### src/rtl/msm_test_sequencer.sv
// Run controller for the MSM HLS core: start handshake, watchdog, bucket readback and compare.
// Optional build macro MSM_SEQ_STOP_ON_MISMATCH_EN ends the read phase at the first mismatch.
module msm_test_sequencer #(
    parameter int NUM_BKT = 32,
    parameter int AW      = 5,
    parameter int DW      = 32,
    parameter int TIMEOUT = 1048576,
    parameter int CYC_W   = 24
) (
    input  logic             ap_clk,
    input  logic             ap_rst,
    input  logic             run,
    output logic             core_ap_start,
    input  logic             core_ap_ready,
    input  logic             core_ap_done,
    output logic [AW-1:0]    B_i_V_address1,
    output logic             B_i_V_ce1,
    output logic             B_i_V_we1,
    output logic [DW-1:0]    B_i_V_d1,
    input  logic [DW-1:0]    B_i_V_q1,
    output logic [AW-1:0]    exp_address,
    output logic             exp_ce,
    input  logic [DW-1:0]    exp_q,
    output logic             busy,
    output logic             done,
    output logic             pass,
    output logic             timeout,
    output logic [AW:0]      mismatch_cnt,
    output logic [AW-1:0]    first_bad_addr,
    output logic [CYC_W-1:0] core_cycles,
    output logic             debug
);
    localparam int WD_W   = $clog2(TIMEOUT + 1);
    localparam int STAGES = 1;

    typedef enum logic [2:0] {
        S_IDLE, S_START, S_WAIT, S_READ, S_DRAIN, S_DONE
    } state_t;

    state_t            state, state_nxt;
    logic [AW-1:0]     rd_addr, cmp_addr;
    logic [STAGES:0]   vld_pipe;
    logic [WD_W-1:0]   wd_cnt;
    logic [CYC_W-1:0]  cyc_cnt;
    logic [AW:0]       mm_cnt;
    logic [AW-1:0]     bad_addr;
    logic              done_r, timeout_r;
    logic              start_acc, last_addr, wd_exp, cmp_en, word_bad, to_read;

    assign start_acc = run && (state == S_IDLE || state == S_DONE);
    assign last_addr = rd_addr == AW'(NUM_BKT - 1);
    assign wd_exp    = wd_cnt == WD_W'(TIMEOUT - 1);
    // The compare slot is only meaningful while reading; anything in flight at DONE is dropped.
    assign cmp_en    = vld_pipe[STAGES] && (state == S_READ || state == S_DRAIN);
    assign word_bad  = cmp_en && (B_i_V_q1 != exp_q);
    assign to_read   = (state == S_START && core_ap_ready && core_ap_done) ||
                       (state == S_WAIT && core_ap_done);

    always_ff @(posedge ap_clk) begin
        if (ap_rst) state <= S_IDLE;
        else        state <= state_nxt;
    end

    always_comb begin
        state_nxt = state;
        case (state)
            S_IDLE, S_DONE: if (run) state_nxt = S_START;
            S_START: begin
                if (core_ap_ready) state_nxt = core_ap_done ? S_READ : S_WAIT;
            end
            S_WAIT: begin
                if (core_ap_done) state_nxt = S_READ;
                else if (wd_exp)  state_nxt = S_DONE;
            end
            S_READ: begin
                if (last_addr) state_nxt = S_DRAIN;
`ifdef MSM_SEQ_STOP_ON_MISMATCH_EN
                if (word_bad) state_nxt = S_DONE;
`endif
            end
            S_DRAIN: state_nxt = S_DONE;
            default: state_nxt = S_IDLE;
        endcase
    end

    always_comb begin
        core_ap_start = state == S_START;
        B_i_V_ce1     = state == S_READ;
        busy          = !(state == S_IDLE || state == S_DONE);
    end

    always_ff @(posedge ap_clk) begin
        if (ap_rst) begin
            rd_addr   <= '0;
            cmp_addr  <= '0;
            vld_pipe  <= '0;
            wd_cnt    <= '0;
            cyc_cnt   <= '0;
            mm_cnt    <= '0;
            bad_addr  <= '0;
            done_r    <= 1'b0;
            timeout_r <= 1'b0;
        end else begin
            vld_pipe <= {vld_pipe[STAGES-1:0], state_nxt == S_READ};
            cmp_addr <= rd_addr;
            if (start_acc) begin
                done_r    <= 1'b0;
                timeout_r <= 1'b0;
                mm_cnt    <= '0;
                bad_addr  <= '0;
                cyc_cnt   <= '0;
                wd_cnt    <= '0;
            end
            if (state == S_WAIT) begin
                if (cyc_cnt != '1) cyc_cnt <= cyc_cnt + 1'b1;
                wd_cnt <= wd_cnt + 1'b1;
                if (!core_ap_done && wd_exp) timeout_r <= 1'b1;
            end
            // Address only moves inside the read phase, otherwise it holds.
            if (to_read) rd_addr <= '0;
            else if (state == S_READ && !last_addr) rd_addr <= rd_addr + 1'b1;
            if (word_bad) begin
                if (mm_cnt == '0) bad_addr <= cmp_addr;
                if (mm_cnt != (AW+1)'(NUM_BKT)) mm_cnt <= mm_cnt + 1'b1;
            end
            if (state_nxt == S_DONE && state != S_DONE) done_r <= 1'b1;
        end
    end

    assign B_i_V_address1 = rd_addr;
    assign B_i_V_we1      = 1'b0;
    assign B_i_V_d1       = '0;
    assign exp_address    = rd_addr;
    assign exp_ce         = B_i_V_ce1;
    assign done           = done_r;
    assign timeout        = timeout_r;
    assign mismatch_cnt   = mm_cnt;
    assign first_bad_addr = bad_addr;
    assign core_cycles    = cyc_cnt;
    assign pass           = done_r && !timeout_r && (mm_cnt == '0);
    assign debug          = done_r && !pass;

endmodule
### config.mk
export PLATFORM = sky130hd
export DESIGN_NAME = msm_test_sequencer
export DESIGN_NICKNAME = d
export VERILOG_FILES = /design/src/rtl/msm_test_sequencer.sv
export SDC_FILE = /design/constraint.sdc
export NUM_CORES = 1
export LEC_CHECK = 0
export CAP_MARGIN = 0
export CORE_MARGIN = 4
export CORE_UTILIZATION = 30
export DETAILED_ROUTE_END_ITERATION = 8
export PLACE_DENSITY = 0.7
export SETUP_SLACK_MARGIN = 0.5
export SYNTH_ARGS = -nofsm -noshare
export SYNTH_HDL_FRONTEND = slang
export SYNTH_SLANG_ARGS = --single-unit
### constraint.sdc
create_clock -name ap_clk -period 2.1 [get_ports ap_clk]
set_clock_uncertainty 0.05 [all_clocks]
set_input_delay 0.63 -clock ap_clk [delete_from_list [all_inputs] [get_ports ap_clk]]
set_output_delay 0.63 -clock ap_clk [all_outputs]
set_load 0.05 [all_outputs]
# Word level (Yosys, flattened, before mapping)

Cells that the tools add are included.
W data, S select, Z words.

Register bits after elaboration: 73
Bits of input ports: 69
Output and inout bits: 86

Add/subtract/negate cells: 4
Eq/ne operators: 13
Muxes and demuxes: 23
Reduce and logical (&&, ||, !) cells: 26

Operator list:

| operator                | count |
|---|---|
| $mux W24                | 3 |
| $mux W21                | 2 |
| $ne A32 B32 Y1          | 1 |
| $add A24 B1 Y24 const B | 1 |
| $ne A24 B24 Y1 const B  | 1 |
| $add A21 B1 Y21 const B | 1 |
| $eq A21 B20 Y1 const B  | 1 |
| $mux W6                 | 3 |
| $mux W3                 | 5 |
| $mux W5                 | 3 |
| $pmux W3 S5             | 1 |
| $logic_and A1 B1 Y1     | 12 |
| $eq A3 B2 Y1 const B    | 3 |
| $eq A3 B3 Y1 const B    | 3 |
| $add A6 B1 Y6 const B   | 1 |
| $logic_not A6 Y1        | 1 |
| $mux W1                 | 6 |
| $ne A6 B6 Y1 const B    | 1 |
| $add A5 B1 Y5 const B   | 1 |
| $eq A5 B5 Y1 const B    | 1 |
| $logic_not A1 Y1        | 5 |
| $reduce_bool A2 Y1      | 2 |
| $reduce_or A2 Y1        | 2 |
| $eq A3 B1 Y1 const B    | 1 |
| 3 further kinds         | 5 |

# Logic depth before layout (Yosys ltp)

Word-level depth: 7
Gate-level depth with buffers: 8
Gate-level depth less buffers: 7

# Worst setup path before layout

Ideal clock, no wire load.

Path type: reg2out
Start: reg mm_cnt[0], in the netlist mismatch_cnt[0]
End: out debug
Data arrival time: 3.782 ns
Data required time: 1.420 ns
Path slack: -2.362 ns
Cell stages (with the launch flop): 6
Buffers on the path: 0
Path through: dfxtp_1 inv_1 ha_1 or4b_2 nor4b_1 nor2b_1

Cells in the longest elaborated chain, start to end: 4

Ends and longest elaborated chain:

| what                     | line | source |
|---|---|---|
| start: declaration       | 45   | `logic [AW:0] mm_cnt;` |
| start signal: assignment | 124  | `if (mm_cnt != (AW+1)'(NUM_BKT)) mm_cnt <= mm_cnt + 1'b1;` |
| $logic_not A6 Y1         | 140  | `assign pass = done_r && !timeout_r && (mm_cnt == '0);` |
| $logic_and A1 B1 Y1      | 140  |  |
| named net pass           | 26   | `output logic pass,` |
| $logic_not A1 Y1         | 141  | `assign debug = done_r && !pass;` |
| $logic_and A1 B1 Y1      | 141  |  |
| end: declaration         | 31   | `output logic debug` |

The timed path passes the listed nets, and every way through them passes these cells.

# Final worst setup path

Start: reg mm_cnt[1], in the netlist mismatch_cnt[1]
End: out debug

Cells in the longest elaborated chain, start to end: 4

Ends and longest elaborated chain:

| what                | line |
|---|---|
| $logic_not A6 Y1    | 140 |
| $logic_and A1 B1 Y1 | 140 |
| $logic_not A1 Y1    | 141 |
| $logic_and A1 B1 Y1 | 141 |

No other way between the ends.

==> key figures <==
Status
  – Outcome: finished with violations
  – Failing checks: setup timing

Finish
  – N_diodes: 0
  – Final Cell Area: 8460 µm²
  – Net count, final: 843
  – Synth-to-layout area growth: 100%
  – Proportion of layout cells with a drive suffix above 1: 60.8%

Critical path
  – Cells along the critical path: inv_4, ha_4, or4b_4, nor4b_4, buf_4, nor2b_4, buf_8
  – CP max-delay cell: or4b_4
  – Max stage delay on crit path: 0.50 ns
  – Crit end category: output port
  – Worst flop-to-flop path startpoint: state[2]$_SDFF_PP0_
  – Setup CP Type: reg -> out
  – Crit Reg-Reg Endpoint: core_cycles[21]$_SDFF_PP0_
  – WP data arrival: 2.05 ns
  – CP required: 1.42 ns
  – Startpoint Class: register
  – Reg2Reg Depth: 7
  – Largest fanout on the critical path: 2
  – R2r setup slk: 0.15 ns

Power
  – Worst vdd ir: 0.326 mV
  – PwrDens: 451 nW/µm²
  – P_leak: 3.42 nW
  – Design Power: 3.82 mW

Floorplanning
  – DIE HEIGHT: 127 µm
  – Site Rows: 43
  – Core area: 13800 µm²
  – Die area: 16100 µm²
  – Die width: 127 µm
  – Boundary Pins: 155
  – Starting density of the core: 30.6%

GRT
  – Grt total ovfl: 0
  – First-pass GRT wire length: 23.5 mm
  – Total global-route track usage: 17.9%
  – Vias in the first global route: 4747
  – Largest net degree at the start of global routing: 21
  – Antenna violations before repair: 0

Drt
  – Routed WL: 17.4 mm
  – DRC viols: 0
  – Final ANT Viol Nets: 0
  – Detailed router's first-iteration violation count: 339
  – Per-cell routed wire length: 18.2 µm
  – Via Count: 4908
  – Detail-routed via count per cell: 5.15
  – Drt first pass iters: 5

STA
  – Setup TNS: -1.20 ns
  – RSZ-0062 raised after global routing: yes
  – Post-layout min period: 2.73 ns
  – Period utilisation layout: 130%
  – Setup ws final: -0.626 ns
  – Fin. Hold Viols: 0
  – Setup violations, final: 2
  – Highest Clock Rate: 0.367 GHz
  – Final Max Slew Viols: 0

Synth
  – Primary FF master, synth: dfxtp_1
  – Top-count cell post-synth: dfxtp_1
  – Register bit total from synthesis: 73
  – Top-area cell type share of the netlist area: 34.6%
  – Dominant cell type by area after synthesis: dfxtp_1
  – Post-synth cell types: 61
  – Post-synth EDFFs: 0
  – Sequential share of the synthesized area: 34.6%
  – Synthesized area: 4230 µm²
  – Fraction of registers with async set/reset: 0%
  – Synthesis Warnings: 0
  – Post-Syn Instances: 513
  – Synth cell count leaders: dfxtp_1, nor2_1, nand2_1
  – Syn_area_per_cell: 8.24 µm²
  – Ranking of synthesized cells by area: dfxtp_1, xnor2_1, buf_4, nor2_1, nand2_1

Clock network
  – Worst skew pair latency: 0.34 ns
  – CTS tree: yes
  – CTS root buffer: clkbuf_16
  – Clock transition at path regs: 0.06 ns
  – Depth of the CTS H-tree: 3
  – Clk buf depth: 2
  – CTS Buf Count: 9
  – Post-cts hold buffer count: 0
  – CTS sink count: 73

Placed design
  – Detail Placement HPWL: 9.54 mm
  – Dpl ws: -0.443 ns
  – Placed Area: 6100 µm²
  – Gpl congestion: 0.856
  – Number of port buffers: 121

Min path
  – Hold crit path type: reg -> reg
  – Hold Path Sink: first_bad_addr[0]$_SDFF_PP0_
  – Hold_sp: cmp_addr[0]$_SDFF_PP0_
  – Hold Crit Depth: 2

Job
  – Maxcap violations: 0
cell families after synthesis:
family	synth area share, %
AOI/OAI and AO/OA	12.8
xor gates and xnor gates	9.73
adders and majority gates	1.78
buffers and inverters	9.79
DFF	34.6
muxes	3.22
other	0.0887
and+or+nand+nor	28.0
cell type report:
class | instances | area (µm²)
clock buffer | 9 | 225
sequential | 73 | 1610
tap | 180 | 225
clock inverter | 7 | 53.8
multi-input combinational | 405 | 3540
fill | 981 | 5370
inverter | 8 | 35.0
timing repair buffer | 271 | 2770
per-layer routing:
layer | vias to the layer above | track usage, % | wire, µm
met5 | - | 0 | 0
met4 | 0 | 6.62 | 431
met3 | 48 | 3.83 | 815
met2 | 189 | 32.0 | 9620
met1 | 2399 | 21.1 | 6500
li1 | 2272 | - | -
sequential cells by signal, indices dropped and copies added (netlist names):
signal / count
vld_pipe: 2
timeout: 1
wd_cnt: 21
cmp_addr: 5
B_i_V_address1: 5
first_bad_addr: 5
state: 3
mismatch_cnt: 6
done: 1
core_cycles: 24
timing repair:
action                     CTS  global route
pin swaps                   95            84
setup buffers               64            44
cloned                       2             1
setup endpoints to repair   98           111
gates resized for setup    360           156
cells in the final DEF (no fill, tap or decap), drive strengths merged, types with 6 or more instances in the layout:
cell and instances:
buf 227, and4 6, clkbuf 25, nor2 54, a31oi 7, mux2i 8
dfxtp 73, xnor2 42, nand4 24, and3 14, a21oi 24, o21ai 11
clkdlybuf4s15 24, nand2 47, nor2b 11, nor3 12, ha 6, nand3 23
o211ai 8, inv 11, conb 33
power breakdown:
group	internal (mW)	switching, mW
Clock	0.810	0.653
Sequential	1.36	0.0155
Combinational	0.453	0.529
stage by stage:
step / util, % / hold slack, ns / cells
2_1_floorplan: - / 0.364 / 545
3_3_place_gp: 44.1 / 0.368 / 826
3_5_place_dp: 44.1 / 0.380 / 826
4_1_cts: 55.4 / 0.393 / 908
5_1_grt: 61.2 / 0.415 / 953
6_report: 61.2 / 0.388 / 953
worst max-delay path: cells and delay by family, from the launching register on:
kind	cells	cell delay (ns)
buffers and inverters	3	0.38
and+or+nand+nor	3	0.85
DFF	1	0.36
adders and majority gates	1	0.12
worst max path at each step:
stage                                           from                    endpoint  slack [ns]  depth (start not counted)
final                     mismatch_cnt[1]$_SDFF_PP0_                       debug       -0.63                          7
after CTS                 mismatch_cnt[1]$_SDFF_PP0_                       debug       -0.60                          7
after global routing      mismatch_cnt[1]$_SDFF_PP0_                       debug       -0.67                          7
after detailed placement                   exp_q[14]  mismatch_cnt[1]$_SDFF_PP0_       -0.44                          7
after global placement                     exp_q[10]  mismatch_cnt[1]$_SDFF_PP0_       -0.38                          7
after floorplan           mismatch_cnt[0]$_SDFF_PP0_                       debug       -0.60                          5
(Power assumes the default switching activity.)
